[config.mk]
export PLATFORM = sky130hd
export DESIGN_NAME = pipeline_hazard_tracker
export DESIGN_NICKNAME = d
export VERILOG_FILES = /design/src/rtl/pipe_pkg.sv /design/src/rtl/fwd_match.sv /design/src/rtl/pipeline_hazard_tracker.sv
export SDC_FILE = /design/constraint.sdc
export NUM_CORES = 1
export LEC_CHECK = 0
export BUFFER_PORTS_ARGS = -buffer_cell sky130_fd_sc_hd__buf_2
export CAP_MARGIN = 20
export CORE_MARGIN = 3
export CORE_UTILIZATION = 50
export CTS_CLUSTER_DIAMETER = 80
export DETAILED_ROUTE_END_ITERATION = 12
export HOLD_SLACK_MARGIN = 0.08
export PLACE_DENSITY = 0.87
export SLEW_MARGIN = 10
export SYNTH_ARGS = -nofsm -noshare
export SYNTH_HDL_FRONTEND = slang
export SYNTH_SLANG_ARGS = --single-unit
[constraint.sdc]
create_clock -name clk -period 6.1 [get_ports clk]
set_input_delay 0.305 -clock clk [delete_from_list [all_inputs] [get_ports clk]]
set_output_delay 0.305 -clock clk [all_outputs]
set_load 0.01 [all_outputs]
[src/rtl/pipe_pkg.sv]
// Shared types for the EX-stage forwarding/hazard tracker: forward-select codes
// and the per-stage shadow slot describing an in-flight instruction.
package pipe_pkg;

    localparam int REG_IDX_W = 5;

    typedef enum logic [1:0] {
        FWD_RF    = 2'b00,
        FWD_EXMEM = 2'b01,
        FWD_MEMWB = 2'b10
    } fwd_sel_e;

    typedef struct packed {
        logic                 valid;
        logic [REG_IDX_W-1:0] rd;
        logic                 reg_write;
        logic                 mem_read;
    } hz_slot_t;

    localparam logic [REG_IDX_W-1:0] REG_ZERO = '0;

endpackage

[src/rtl/fwd_match.sv]
// Does a shadowed producer slot write the given (used) source register?
// x0 is never a producer.
module fwd_match
    import pipe_pkg::*;
(
    input  hz_slot_t             slot,
    input  logic [REG_IDX_W-1:0] rs,
    input  logic                 rs_used,
    output logic                 hit
);

    logic unused_mem_read;

    assign unused_mem_read = slot.mem_read;

    assign hit = slot.valid & slot.reg_write & (slot.rd != REG_ZERO)
               & (slot.rd == rs) & rs_used;

endmodule

[src/rtl/pipeline_hazard_tracker.sv]
// Shadows EX/MEM/WB destination info, registers EX operand forward selects into
// ID/EX, raises the load-use stall and counts the bubbles it inserts.
module pipeline_hazard_tracker
    import pipe_pkg::*;
#(
    parameter int REG_ADDR_WIDTH = REG_IDX_W,
    parameter int CNT_WIDTH      = 32
) (
    input  logic                      clk,
    input  logic                      rst_n,
    input  logic                      id_valid,
    input  logic [REG_ADDR_WIDTH-1:0] id_rs1,
    input  logic [REG_ADDR_WIDTH-1:0] id_rs2,
    input  logic                      id_rs1_used,
    input  logic                      id_rs2_used,
    input  logic [REG_ADDR_WIDTH-1:0] id_rd,
    input  logic                      id_reg_write,
    input  logic                      id_mem_read,
    input  logic                      mem_stall,
    input  logic                      branch_flush,
    output logic [1:0]                fwd_sel_op1,
    output logic [1:0]                fwd_sel_op2,
    output logic                      id_stall,
    output logic                      ex_bubble,
    output logic [CNT_WIDTH-1:0]      bubble_count
);

    hz_slot_t ex_slot;
    hz_slot_t mem_slot;
    hz_slot_t wb_slot;
    hz_slot_t id_slot;

    fwd_sel_e sel_op1;
    fwd_sel_e sel_op2;
    fwd_sel_e sel_op1_next;
    fwd_sel_e sel_op2_next;

    logic ex_hit1;
    logic ex_hit2;
    logic mem_hit1;
    logic mem_hit2;
    logic load_use;
    logic unused_wb_slot;

    // WB conflicts are resolved by the write-first register file, so the WB
    // shadow is kept for completeness but feeds no select.
    assign unused_wb_slot = ^wb_slot;

    fwd_match u_ex_rs1  (.slot(ex_slot),  .rs(id_rs1), .rs_used(id_rs1_used), .hit(ex_hit1));
    fwd_match u_ex_rs2  (.slot(ex_slot),  .rs(id_rs2), .rs_used(id_rs2_used), .hit(ex_hit2));
    fwd_match u_mem_rs1 (.slot(mem_slot), .rs(id_rs1), .rs_used(id_rs1_used), .hit(mem_hit1));
    fwd_match u_mem_rs2 (.slot(mem_slot), .rs(id_rs2), .rs_used(id_rs2_used), .hit(mem_hit2));

    always_comb begin
        id_slot           = '0;
        id_slot.valid     = id_valid;
        id_slot.rd        = id_rd;
        id_slot.reg_write = id_reg_write;
        id_slot.mem_read  = id_mem_read;
    end

    // A load in EX cannot forward yet; its data exists only once it reaches MEM.
    always_comb begin
        load_use = id_valid & ex_slot.valid & ex_slot.mem_read & (ex_slot.rd != REG_ZERO)
                 & ((id_rs1_used & (ex_slot.rd == id_rs1))
                  | (id_rs2_used & (ex_slot.rd == id_rs2)));
    end

    always_comb begin
        sel_op1_next = FWD_RF;
        sel_op2_next = FWD_RF;
        if (ex_hit1) begin
            sel_op1_next = FWD_EXMEM;
        end else if (mem_hit1) begin
            sel_op1_next = FWD_MEMWB;
        end
        if (ex_hit2) begin
            sel_op2_next = FWD_EXMEM;
        end else if (mem_hit2) begin
            sel_op2_next = FWD_MEMWB;
        end
    end

    assign id_stall  = mem_stall | (~branch_flush & load_use);
    assign ex_bubble = ~mem_stall & (branch_flush | load_use);

    // mem_stall freezes everything; flush and load-use both drop a bubble into
    // EX, but only load-use bubbles are counted.
    always_ff @(posedge clk) begin
        if (!rst_n) begin
            ex_slot      <= '0;
            mem_slot     <= '0;
            wb_slot      <= '0;
            sel_op1      <= FWD_RF;
            sel_op2      <= FWD_RF;
            bubble_count <= '0;
        end else if (!mem_stall) begin
            wb_slot  <= mem_slot;
            mem_slot <= ex_slot;
            if (branch_flush || load_use) begin
                ex_slot <= '0;
                sel_op1 <= FWD_RF;
                sel_op2 <= FWD_RF;
                if (!branch_flush) begin
                    bubble_count <= bubble_count + CNT_WIDTH'(1);
                end
            end else begin
                ex_slot <= id_slot;
                sel_op1 <= sel_op1_next;
                sel_op2 <= sel_op2_next;
            end
        end
    end

    assign fwd_sel_op1 = sel_op1;
    assign fwd_sel_op2 = sel_op2;

endmodule

-- Word level (Yosys, flattened, before mapping)
Index checks and enable logic that the tools add are counted.
- word-level logic and storage cells: 51
- register bits after elaboration: 51
- bitwise gates (word level): 25
- reductions and logical operators: 4
- equality and inequality tests: 4
- add/sub/neg operators: 1
- mux-type cells: 7
- operators with widths (cell ; count):
    adder 32 x 1 -> 32 bit (second input constant) ; 1
    bitwise AND 1 bit ; 20
    equality test 5 bit ; 4
    2-to-1 mux 2 bit ; 6
    nonzero test 5 bit ; 2
    2-to-1 mux 8 bit ; 1
    OR 1 bit ; 3
    AND reduction 3 bit ; 1
    inverter 1 bit ; 2
    logical OR 1 bit ; 1

-- Longest topological paths before layout
Gate-level depths: netlist of the first run.
- depth after elaboration: 7
- depth in mapped cells: 8

-- By module
From an unflattened synthesis of the first run, not the netlist that was laid out.
- cells, all modules: 344
- area total of the unflattened synthesis: 2967.8 um2
- modules (own cells, without submodules) (module ; sequential area each (um2) ; area an instance (um2) ; cells an instance ; times used):
    pipeline_hazard_tracker ; 1041.0 ; 2672.6 ; 300 ; 1
    fwd_match ; 0.0 ; 73.8 ; 11 ; 4

-- Least setup slack after synthesis of the first run
No wires, ideal clock.
- path kind: reg-to-reg
- start point: reg bubble_count[7]
- end point: reg bubble_count[22]
- data arrival time: 1.960 ns
- path slack: 4.070 ns
- period minus slack after synthesis: 2.030 ns
- data required time: 6.030 ns
- cell stages (with the launch flop): 8
- setup time: 0.070 ns
- cells stage by stage: dfxtp_1 -> nand4_2 -> or4b_4 -> nor2_2 -> o211ai_4 -> buf_6 -> or3_1 -> a21oi_1
- word-level cells in the longest chain between the ends: 1
- RTL lines (item ; RTL line ; text):
    start, declared ; pipeline_hazard_tracker.sv:25 ; output logic [CNT_WIDTH-1:0] bubble_count
    start signal, assigned ; pipeline_hazard_tracker.sv:105 ; bubble_count <= bubble_count + CNT_WIDTH'(1);
    adder 32 x 1 -> 32 bit ; pipeline_hazard_tracker.sv:105 ;
No other way between the ends.
A chain may end at the register's enable or synchronous reset.

-- Worst setup path in the final report of the first run
- start point: reg ex_slot[5] in the netlist's numbering
- end point: out id_stall
- word-level cells in the longest chain between the ends: 6
- elaborated cells on any way between the ends: 10
- RTL lines (item ; RTL line ; text):
    start, declared ; pipeline_hazard_tracker.sv:28 ; hz_slot_t ex_slot;
    start signal, assigned ; pipeline_hazard_tracker.sv:108 ; ex_slot <= id_slot;
    equality test 5 bit (on tied branches) ; pipeline_hazard_tracker.sv:65, pipeline_hazard_tracker.sv:66 ;
    bitwise AND 1 bit (on tied branches) ; pipeline_hazard_tracker.sv:65, pipeline_hazard_tracker.sv:66 ;
    OR 1 bit ; pipeline_hazard_tracker.sv:66 ; | (id_rs2_used & (ex_slot.rd == id_rs2)));
    bitwise AND 1 bit (*) ; pipeline_hazard_tracker.sv:65 ; & ((id_rs1_used & (ex_slot.rd == id_rs1))
    bitwise AND 1 bit (*) ; pipeline_hazard_tracker.sv:84 ; assign id_stall = mem_stall | (~branch_flush & load_use);
    OR 1 bit (*) ; pipeline_hazard_tracker.sv:84 ;
    end, declared ; pipeline_hazard_tracker.sv:23 ; output logic id_stall,
Every way passes the cells marked *; elsewhere a longest branch is shown, timed or not.

==> results of run 1 <==
[Yosys cell counts (2+ instances only)]
cell       number
dfxtp_1        51
a21oi_1        27
o21ai_0         5
nand2_1        15
buf_2           3
a32oi_1        10
and3_1          4
nor3_1          4
buf_1           2
o21ai_1        14
or3_1          17
nand3_1        14
and4_1          2
a32o_1          2
or4_1          10
nand4_1         6
o31ai_1         9
nor3_4          2
nor2_1         25
mux2i_1         7
o211ai_4        2
xnor2_1        10
o21bai_1        2
clkbuf_1        9
xor2_1         13
inv_1           6
nor4_1          3
and2_1          3
o2111ai_1       2
[registers in the layout (all words and copies together) (netlist names)]
register / flops
fwd_sel_op2: 2
ex_slot: 8
fwd_sel_op1: 2
bubble_count: 32
mem_slot: 7
[power breakdown]
group	switching, W	total, W	internal, W
registers	0.00000398	0.000340	0.000336
clock network	0.000109	0.000190	0.0000803
logic	0.0000242	0.0000407	0.0000166
total	0.000137	0.000570	0.000432
[how the worst max path moves through the flow]
stage | endpoint | slack [ps] | cells past startpoint
4_1_cts | id_stall | 3330 | 6
5_1_grt | id_stall | 3150 | 6
3_5_place_dp | bubble_count[7]$_SDFFE_PN0P_ | 3620 | 5
6_report | id_stall | 3330 | 6
2_1_floorplan | bubble_count[22]$_SDFFE_PN0P_ | 4070 | 7
3_3_place_gp | bubble_count[3]$_SDFFE_PN0P_ | 3740 | 5
[per-stage QoR]
| step | power (W) | cell area, um2 | worst slack (ps) |
|---|---|---|---|
| after floorplan | 0.000372 | 2570 | 4070 |
| after global routing | 0.000595 | 2990 | 3150 |
| after CTS | 0.000574 | 2990 | 3330 |
| after global placement | 0.000387 | 2900 | 3740 |
| final | 0.000570 | 2990 | 3330 |
| after detailed placement | 0.000388 | 2900 | 3620 |
[worst max-delay path: cells and delay by family, from the launching register on]
family | cells | cell delay (ps)
AOI/OAI and AO/OA | 2 | 770
and+or+nand+nor | 2 | 610
DFF | 1 | 460
buffers and inverters | 1 | 160
xor gates and xnor gates | 1 | 150
[logic make-up after synthesis]
| group | Yosys count | synth area share (%) |
|---|---|---|
| flip-flops | 51 | 39.7 |
| multiplexers | 7 | 2.73 |
| XOR/XNOR | 23 | 7.83 |
| buffers and inverters | 21 | 3.50 |
| AND/OR/NAND/NOR | 112 | 25.0 |
| adder cells (fa/ha/maj) | 1 | 0.487 |
| AO/OA/AOI/OAI | 78 | 20.8 |
[routing by layer]
metal | vias up | wire [um]
li1 | 1198 | -
met1 | 1150 | 2830
met2 | 64 | 2850
met3 | 7 | 309
met4 | 0 | 87
met5 | - | 0
[cell type report]
| type | instances | area [um2] | area share (%) |
|---|---|---|---|
| clock buffer | 6 | 72.6 | 2.43 |
| timing repair buffer | 62 | 313 | 10.5 |
| tap | 67 | 83.8 | 2.81 |
| sequential | 51 | 1020 | 34.2 |
| multi-input combinational | 221 | 1460 | 48.9 |
| clock inverter | 2 | 12.5 | 0.419 |
| inverter | 6 | 22.5 | 0.754 |
==> metrics, run 1 <==
sequential-to-total area share from yosys stat=between 30% and 40%; CTS tree=done; commonest non-fill, non-tap cells in the layout=buf_2 (61), dfxtp_1 (51), a21oi_1 (27), nor2_1 (25), or3_1 (17); crit path DAT=~2500 ps; largest area contributor in the netlist=dfxtp_1; global route overflow=0; Starting Density=between 50 and 60%; via count=~2400; predominant post-synthesis flop cell=dfxtp_1; Die Area=6040 um2; Slowest cell on crit path=o21ai_1; crit end category=output port; Routed WL per cell=about 15 um; Root Driver=clkbuf_8; Clock Path Buffers=2; row cnt=25; relative slew slack=27.2%; Die Y-Extent=just under 80 um; crit-path max cell delay=between 400 and 500 ps; average size of a mapped cell=8.78 um2; First DRT Iteration DRCs=about 180; Post-synth EDFFs=0; Power Dens Cells=approximately 190 nW/um2; syn_nets=between 300 and 400; Final Hold Fails=0; Max-Cap Viols=0; Unique masters post-synth=43; worst hold path startpoint=id_mem_read; pin count of the biggest net entering global routing=31; hold crit path type=in -> reg; clk_skew=between 10 and 15 ps; vias per std cell=between 5 and 6; Critical R2R Capture=bubble_count[4]$_SDFFE_PN0P_; Slew @ Worst Pin=between 1000 and 1500 ps; total track usage=between 20% and 30%; IO Pins=a little over 60; final cycle utilization of the critical path=45.4%; commonest non-fill, non-tap cell in the layout=buf_2; grt met1 use=27.1%; core region area=roughly 4800 um2; dpl hpwl=4.40 mm; area grow syn2layout=16.1%; Diodes inserted=0; ys async rst share=0%; Fill cells=between 400 and 500; # setup viols final=0; Crit Reg-Reg Startpoint=ex_slot[5]$_SDFFE_PN0N_; Final Util=61.6%; number of buffers created by CTS=5; H-tree lvl count=2; cells along the critical path=xnor2_1 > nand4_1 > nor3_4 > o21ai_1 > o21bai_1 > buf_2; Routed Antenna Nets=0; status=completed; CP startpoint=ex_slot[5]$_SDFFE_PN0N_; Die X=~80 um; share of cells above drive strength 1=23.0%; Setup Buffers After CTS=0; Placed Cells=407; Crit Path Class=reg -> out; Max VDD drop=about 0.14 mV; worst-skew pair later-pin latency=~310 ps; Worst-path clk slew=90 ps; crit path max fanout=15; f_max=around 360 MHz; Final TNS setup=0 ps; Synth area leaders=dfxtp_1 (40%), a21oi_1 (5.3%), xor2_1 (4.4%); Yosys Warn Count=0; post-synthesis sequential element count=51; Routed WL=between 6 and 7 mm; hold path endpoint=ex_slot[0]$_SDFFE_PN0N_; hold buffers post-CTS=0; first drt pass iteration count=4; hold path cells=3; setup slack, reg-to-reg=~3700 ps; Net count, final=roughly 370; GR met2 Demand/Resource=about a third; minimum clock period=around 2800 ps; Post-Synthesis Cell Area=2570 um2; Worst Path Required=just under 6000 ps; Post-route DRC=0; worst hold slack=~260 ps; Cells after Synth=293; IO Port Bufs=between 60 and 70; worst-case reg-to-reg path depth=6; Slew Viols, Final=0; RSZ-0062 raised after global routing=no; GRT Max-Usage Layer=met2; clk sink count=51; met3 Usage GRT=4.06%; number of global-route vias before repair=between 2000 and 2500; first-pass GRT wire length=about 10 mm; CTS resizes=0; final std cells w/o fill=slightly above 400; GP Congestion=approximately 0.87; leakage power=about 1.1 nW; initial antenna violation count=0; share of the synthesized area in the top cell type=39.7%; Setup crit start kind=flop
Note: power is estimated with default switching activity, not from simulation.
==> inputs of run 2 (changes only) <==
==> constraint.sdc (replaced) <==
create_clock -name clk -period 2.8 [get_ports clk]
set_input_delay 0.14 -clock clk [delete_from_list [all_inputs] [get_ports clk]]
set_output_delay 0.14 -clock clk [all_outputs]
set_load 0.01 [all_outputs]
==> run 2 against run 1 <==
Utilization is 0.75 points higher. First-iteration DRC count unchanged. Critical path depth unchanged. Global-route usage down 0.28 points. Non-clock buffer count is 2 higher. Final area rose by 1.2%. Sequential share of layout area down 0.41 points. Flip-flop and latch count unchanged. Largest cell class unchanged. Highest routed layer unchanged.
==> metrics, run 2 (synthesis results as in run 1) <==
Root Driver=clkbuf_8; H-tree lvl count=2 (unchanged); Starting Density=53.0% (unchanged); Combinational Power Share=6.9% (-0.2 points); Net count, final=374 (+0.54%); sw frac=22.7% (-1.5 points); Crit Path Class=reg -> out; first-pass GRT wire length=9.83 mm (-1.7%); worst-case reg-to-reg path depth=6 (unchanged); Routed Antenna Nets=0 (unchanged); Crit Reg-Reg Startpoint=ex_slot[5]$_SDFFE_PN0N_; total track usage=19.8% (-0.28 points); final std cells w/o fill=416 (+0.24%); number of buffers created by CTS=5 (unchanged); CTS tree=done; IO Pins=62 (unchanged); Die X=77.7 um (unchanged); Slowest cell on crit path=o21ai_1; Power Dens Cells=441 nW/um2 (+130%); worst-skew pair later-pin latency=310 ps (about the same); number of global-route vias before repair=2153 (-1.6%); Routed WL=6.02 mm (-0.81%); Post-route DRC=0 (unchanged); Routed WL per cell=14.5 um (-1.0%); row cnt=25 (unchanged); Reg power frac=55.5% (-4.1 points); CP bufs+invs=1 (unchanged); IO Port Bufs=61 (unchanged); Final TNS setup=0 ps (unchanged); worst hold slack=104 ps (-152 ps); RSZ-0062 raised after global routing=no; minimum clock period=approximately 2500 ps; cells along the critical path=xnor2_1 > nand4_1 > nor3_4 > o21ai_1 > o21bai_1 > buf_2; GP Congestion=0.909 (+4.7%); worst hold path startpoint=id_rd[1]; CTS resizes=0 (unchanged); P_int=0.00103 W (+140%); Critical R2R Capture=bubble_count[4]$_SDFFE_PN0P_; commonest non-fill, non-tap cells in the layout=buf_2 (61), dfxtp_1 (51), a21oi_1 (27), nor2_1 (25), or3_1 (17); # setup viols final=0 (unchanged); Slew Viols, Final=0 (unchanged); f_max=roughly 400 MHz; Clock Path Buffers=2 (unchanged); initial antenna violation count=0 (unchanged); Die Y-Extent=77.7 um (unchanged); final cycle utilization of the critical path=roughly nine tenths; hold buffers post-CTS=0 (unchanged); core region area=4850 um2 (unchanged); status=completed; area grow syn2layout=17.5%; setup slack, reg-to-reg=460 ps (-3270 ps); Die Area=6040 um2 (unchanged); commonest non-fill, non-tap cell in the layout=buf_2; register with the highest flop count=bubble_count; via count=2393 (-1.1%); clock power share=37.6% (+4.3 points); Worst-path clk slew=90 ps (about the same); crit end category=output port; Diodes inserted=0 (unchanged); hold path cells=3 (unchanged); max reg flops=32 (unchanged); dpl hpwl=4.38 mm (-0.43%); Slew @ Worst Pin=1060 ps (-22.8 ps); First DRT Iteration DRCs=176 (unchanged); first drt pass iteration count=4 (unchanged); crit path max fanout=15 (unchanged); clk sink count=51 (unchanged); Worst Path Required=2660 ps (-3130 ps); Setup Buffers After CTS=0 (unchanged); kind of cell adding the most delay to the critical path=compound AO/OA/AOI/OAI gates; Placed Cells=409 (+0.49%); Max-Cap Viols=0 (unchanged); leakage power=1.15 nW (+1.7%); share of cells above drive strength 1=23.5% (+0.51 points); Max VDD drop=0.279 mV (+95%); Sw Pwr=0.000302 W (+120%); pin count of the biggest net entering global routing=29 (-6.5%); crit-path max cell delay=460 ps (-20 ps); Final Hold Fails=0 (unchanged); clk_skew=14.2 ps (+2.53 ps); hold crit path type=in -> reg; global route overflow=0 (unchanged); crit path DAT=2390 ps (-70 ps); relative slew slack=28.7% (+1.5 points); vias per std cell=5.75 (-1.3%); biggest regs=bubble_count x32, ex_slot x8, mem_slot x7; hold path endpoint=ex_slot[3]$_SDFFE_PN0N_; Setup crit start kind=flop
[run 2: cell types whose count changed in the layout (fill, tap and decap cells not counted), sizes merged]
cell    previous run  this run
buf               62        64
bufinv             0         1
clkbuf             6         5
clkinv             1         0
[run 2: power groups by stage]
| stage | combinational [W] | clock (W) | sequential (W) |
|---|---|---|---|
| finish | 0.0000913 | 0.000501 | 0.000739 |
| CTS | 0.0000912 | 0.000506 | 0.000739 |
| global placement | 0.0000895 | 0 | 0.000756 |
| global route | 0.0000986 | 0.000532 | 0.000741 |
| floorplan | 0.0000561 | 0 | 0.000754 |
| detailed placement | 0.0000903 | 0 | 0.000756 |
[run 2: tightest hold or removal path, cell delays in order]
cell,delay [ps]
buf_2,80
a32oi_1,70
nor2_1,80
[run 2: area by class of cell]
type                            count  area (um2)
Fill cell                         412        1830
Tap cell                           67        83.8
Clock inverter                      2        37.5
Multi-Input combinational cell    221        1460
Inverter                            6        22.5
Sequential cell                    51        1020
Timing Repair Buffer               64         328
Clock buffer                        5        68.8
[run 2: metrics by stage]
step | cell area, um2 | setup slack (ps) | utilization [%] | power, W
2_1_floorplan | 2570 | 770 | - | 0.000810
3_3_place_gp | 2920 | 593 | 60.1 | 0.000845
3_5_place_dp | 2920 | 504 | 60.1 | 0.000847
4_1_cts | 3020 | 249 | 62.3 | 0.00134
5_1_grt | 3020 | 94.2 | 62.3 | 0.00137
6_report | 3020 | 268 | 62.3 | 0.00133
[run 2: how the worst max path moves through the flow]
stage | slack (ps) | from | cells past startpoint | endpoint
2_1_floorplan | 770 | bubble_count[7]$_SDFFE_PN0P_ | 7 | bubble_count[22]$_SDFFE_PN0P_
3_3_place_gp | 590 | ex_slot[5]$_SDFFE_PN0N_ | 6 | bubble_count[31]$_SDFFE_PN0P_
3_5_place_dp | 500 | ex_slot[5]$_SDFFE_PN0N_ | 6 | bubble_count[31]$_SDFFE_PN0P_
4_1_cts | 250 | ex_slot[5]$_SDFFE_PN0N_ | 6 | id_stall
5_1_grt | 90 | ex_slot[5]$_SDFFE_PN0N_ | 6 | id_stall
6_report | 270 | ex_slot[5]$_SDFFE_PN0N_ | 6 | id_stall
[run 2: layer usage]
layer | part of all wire, % | global-route usage [%]
met5 | 0 | 0
met4 | 1.3 | 7.65
met3 | 5.7 | 3.94
met2 | 48 | 31.5
met1 | 45 | 26.5
==> inputs of run 3 (changes only) <==
--- a/config.mk
+++ b/config.mk
@@ -13,6 +13,7 @@
 export DETAILED_ROUTE_END_ITERATION = 12
 export HOLD_SLACK_MARGIN = 0.08
 export PLACE_DENSITY = 0.87
+export RECOVER_POWER = 100
 export SLEW_MARGIN = 10
 export SYNTH_ARGS = -nofsm -noshare
 export SYNTH_HDL_FRONTEND = slang
==> run 3 against run 2 <==
Worst hold slack got worse by 1.9 ps. Power fell by 0.17%. Via count down 0.38%. Routed wire length grew 1.4%. Flip-flop and latch count stayed put. Critical path depth unchanged. Worst setup slack improved by 34 ps. Critical path type unchanged. Critical endpoint unchanged.
==> metrics, run 3 (synthesis results as in run 1) <==
P_int=0.00103 W (about the same); via count=2384 (-0.38%); Slew Viols, Final=0 (unchanged); first-pass GRT wire length=9.83 mm (unchanged); Final Util=60.6% (-1.7 points); Placed Cells=409 (unchanged); initial antenna violation count=0 (unchanged); IO Pins=62 (unchanged); clk_skew=14.0 ps (-0.139 ps); Power Dens Cells=453 nW/um2 (+2.7%); H-tree lvl count=2 (unchanged); Die Area=6040 um2 (unchanged); crit path DAT=2360 ps (-30 ps); Root Driver=clkbuf_8; Post-route DRC=0 (unchanged); Final Hold Fails=0 (unchanged); vias per std cell=5.73 (-0.38%); Sw Pwr=0.000300 W (-0.49%); relative slew slack=30.5% (+1.8 points); number of buffers created by CTS=5 (unchanged); share of cells above drive strength 1=10.9% (-13 points); Clock Path Buffers=2 (unchanged); worst-skew pair later-pin latency=310 ps (about the same); hold buffers post-CTS=0 (unchanged); Net count, final=374 (unchanged); Diodes inserted=0 (unchanged); Max-Cap Viols=0 (unchanged); clk sink count=51 (unchanged); Worst-path clk slew=90 ps (about the same); leakage power=0.980 nW (-15%); Die X=77.7 um (unchanged); clock power share=37.6% (about the same); Crit Path Class=reg -> out; Final TNS setup=0 ps (unchanged); Sequential Area=1020 um2 (unchanged); final cycle utilization of the critical path=89.2% (-1.2 points); # setup viols final=0 (unchanged); first drt pass iteration count=4 (unchanged); core region area=4850 um2 (unchanged); pin count of the biggest net entering global routing=29 (unchanged); row cnt=25 (unchanged); total track usage=19.8% (unchanged); f_max=400 MHz (+1.3%); register with the highest flop count=bubble_count; minimum clock period=2500 ps (-33.7 ps); crit end category=output port; Fill cells=438 (+6.3%); hold crit path type=in -> reg; final std cells w/o fill=416 (unchanged); Reg power frac=55.6% (about the same); First DRT Iteration DRCs=177 (+0.57%); worst hold slack=102 ps (-1.85 ps); area grow syn2layout=14.3%; Routed Antenna Nets=0 (unchanged); number of global-route vias before repair=2153 (unchanged); GP Congestion=0.909 (unchanged); sw frac=22.6% (-0.074 points); RSZ-0062 raised after global routing=no; multi-input logic area=1430 um2 (-2.4%); Die Y-Extent=77.7 um (unchanged); dpl hpwl=4.38 mm (unchanged); Starting Density=53.0% (unchanged); crit path max fanout=15 (unchanged); global route overflow=0 (unchanged); Worst Path Required=2660 ps (about the same); CTS resizes=0 (unchanged); Routed WL=6.11 mm (+1.4%); Slew @ Worst Pin=1040 ps (-26.5 ps); commonest non-fill, non-tap cells in the layout=dfxtp_1 (51), clkbuf_1 (39), nor2_1 (27), a21oi_1 (27), buf_2 (22); Max VDD drop=0.279 mV (-0.12%); biggest regs=bubble_count x32, ex_slot x8, mem_slot x7; Setup Buffers After CTS=0 (unchanged); Setup crit start kind=flop; Routed WL per cell=14.7 um (+1.4%); status=completed; CTS tree=done; max reg flops=32 (unchanged); Combinational Power Share=6.8% (about the same); Power Total=0.00133 W (-0.17%); commonest non-fill, non-tap cell in the layout=dfxtp_1; IO Port Bufs=61 (unchanged)
[run 3: cell types whose count changed in the layout (fill, tap and decap cells not counted), sizes merged]
cell and change:
clkbuf +39, buf -39
[run 3: layout make-up]
class	instances	area share, %
clock buffers	5	2.34
multi-input cells	221	48.5
inverters	6	0.767
well taps	67	2.85
clock inverters	2	1.28
repair buffers	64	9.50
flip-flops and latches	51	34.8
[run 3: metrics by stage]
stage               setup WS (ps)  instance area (um2)
finish                        302                 2940
CTS                           249                 3020
global route                 93.5                 2940
floorplan                     770                 2570
global placement              593                 2920
detailed placement            504                 2920
[run 3: worst max-delay path, stage by stage, from the launching register on]
cell,delay (ps)
dfxtp_1,450
xnor2_1,150
nand4_1,160
nor3_4,400
o21ai_1,440
o21bai_1,280
clkbuf_1,170
[run 3: path summary, 6_finish.rpt]
check	startpoint	slack, ps	cells past startpoint	to
max	ex_slot[5]$_SDFFE_PN0N_	300	6	id_stall
min	id_rd[1]	100	3	ex_slot[3]$_SDFFE_PN0N_
max reg2reg	bubble_count[12]$_SDFFE_PN0P_	370	6	bubble_count[31]$_SDFFE_PN0P_
min reg2reg	bubble_count[9]$_SDFFE_PN0P_	500	2	bubble_count[9]$_SDFFE_PN0P_
[run 3: per-layer routing]
layer	GRT usage (%)	vias up	routed length, um
li1	-	1207	-
met1	26.5	1097	2770
met2	31.5	71	2860
met3	3.94	9	376
met4	7.65	0	91
met5	0	-	0
[run 3: power groups by stage]
stage	Clock, W	Combinational, W	Sequential (W)
2_1_floorplan	0	0.0000561	0.000754
3_3_place_gp	0	0.0000895	0.000756
3_5_place_dp	0	0.0000903	0.000756
4_1_cts	0.000506	0.0000912	0.000739
5_1_grt	0.000532	0.0000977	0.000741
6_report	0.000500	0.0000905	0.000740
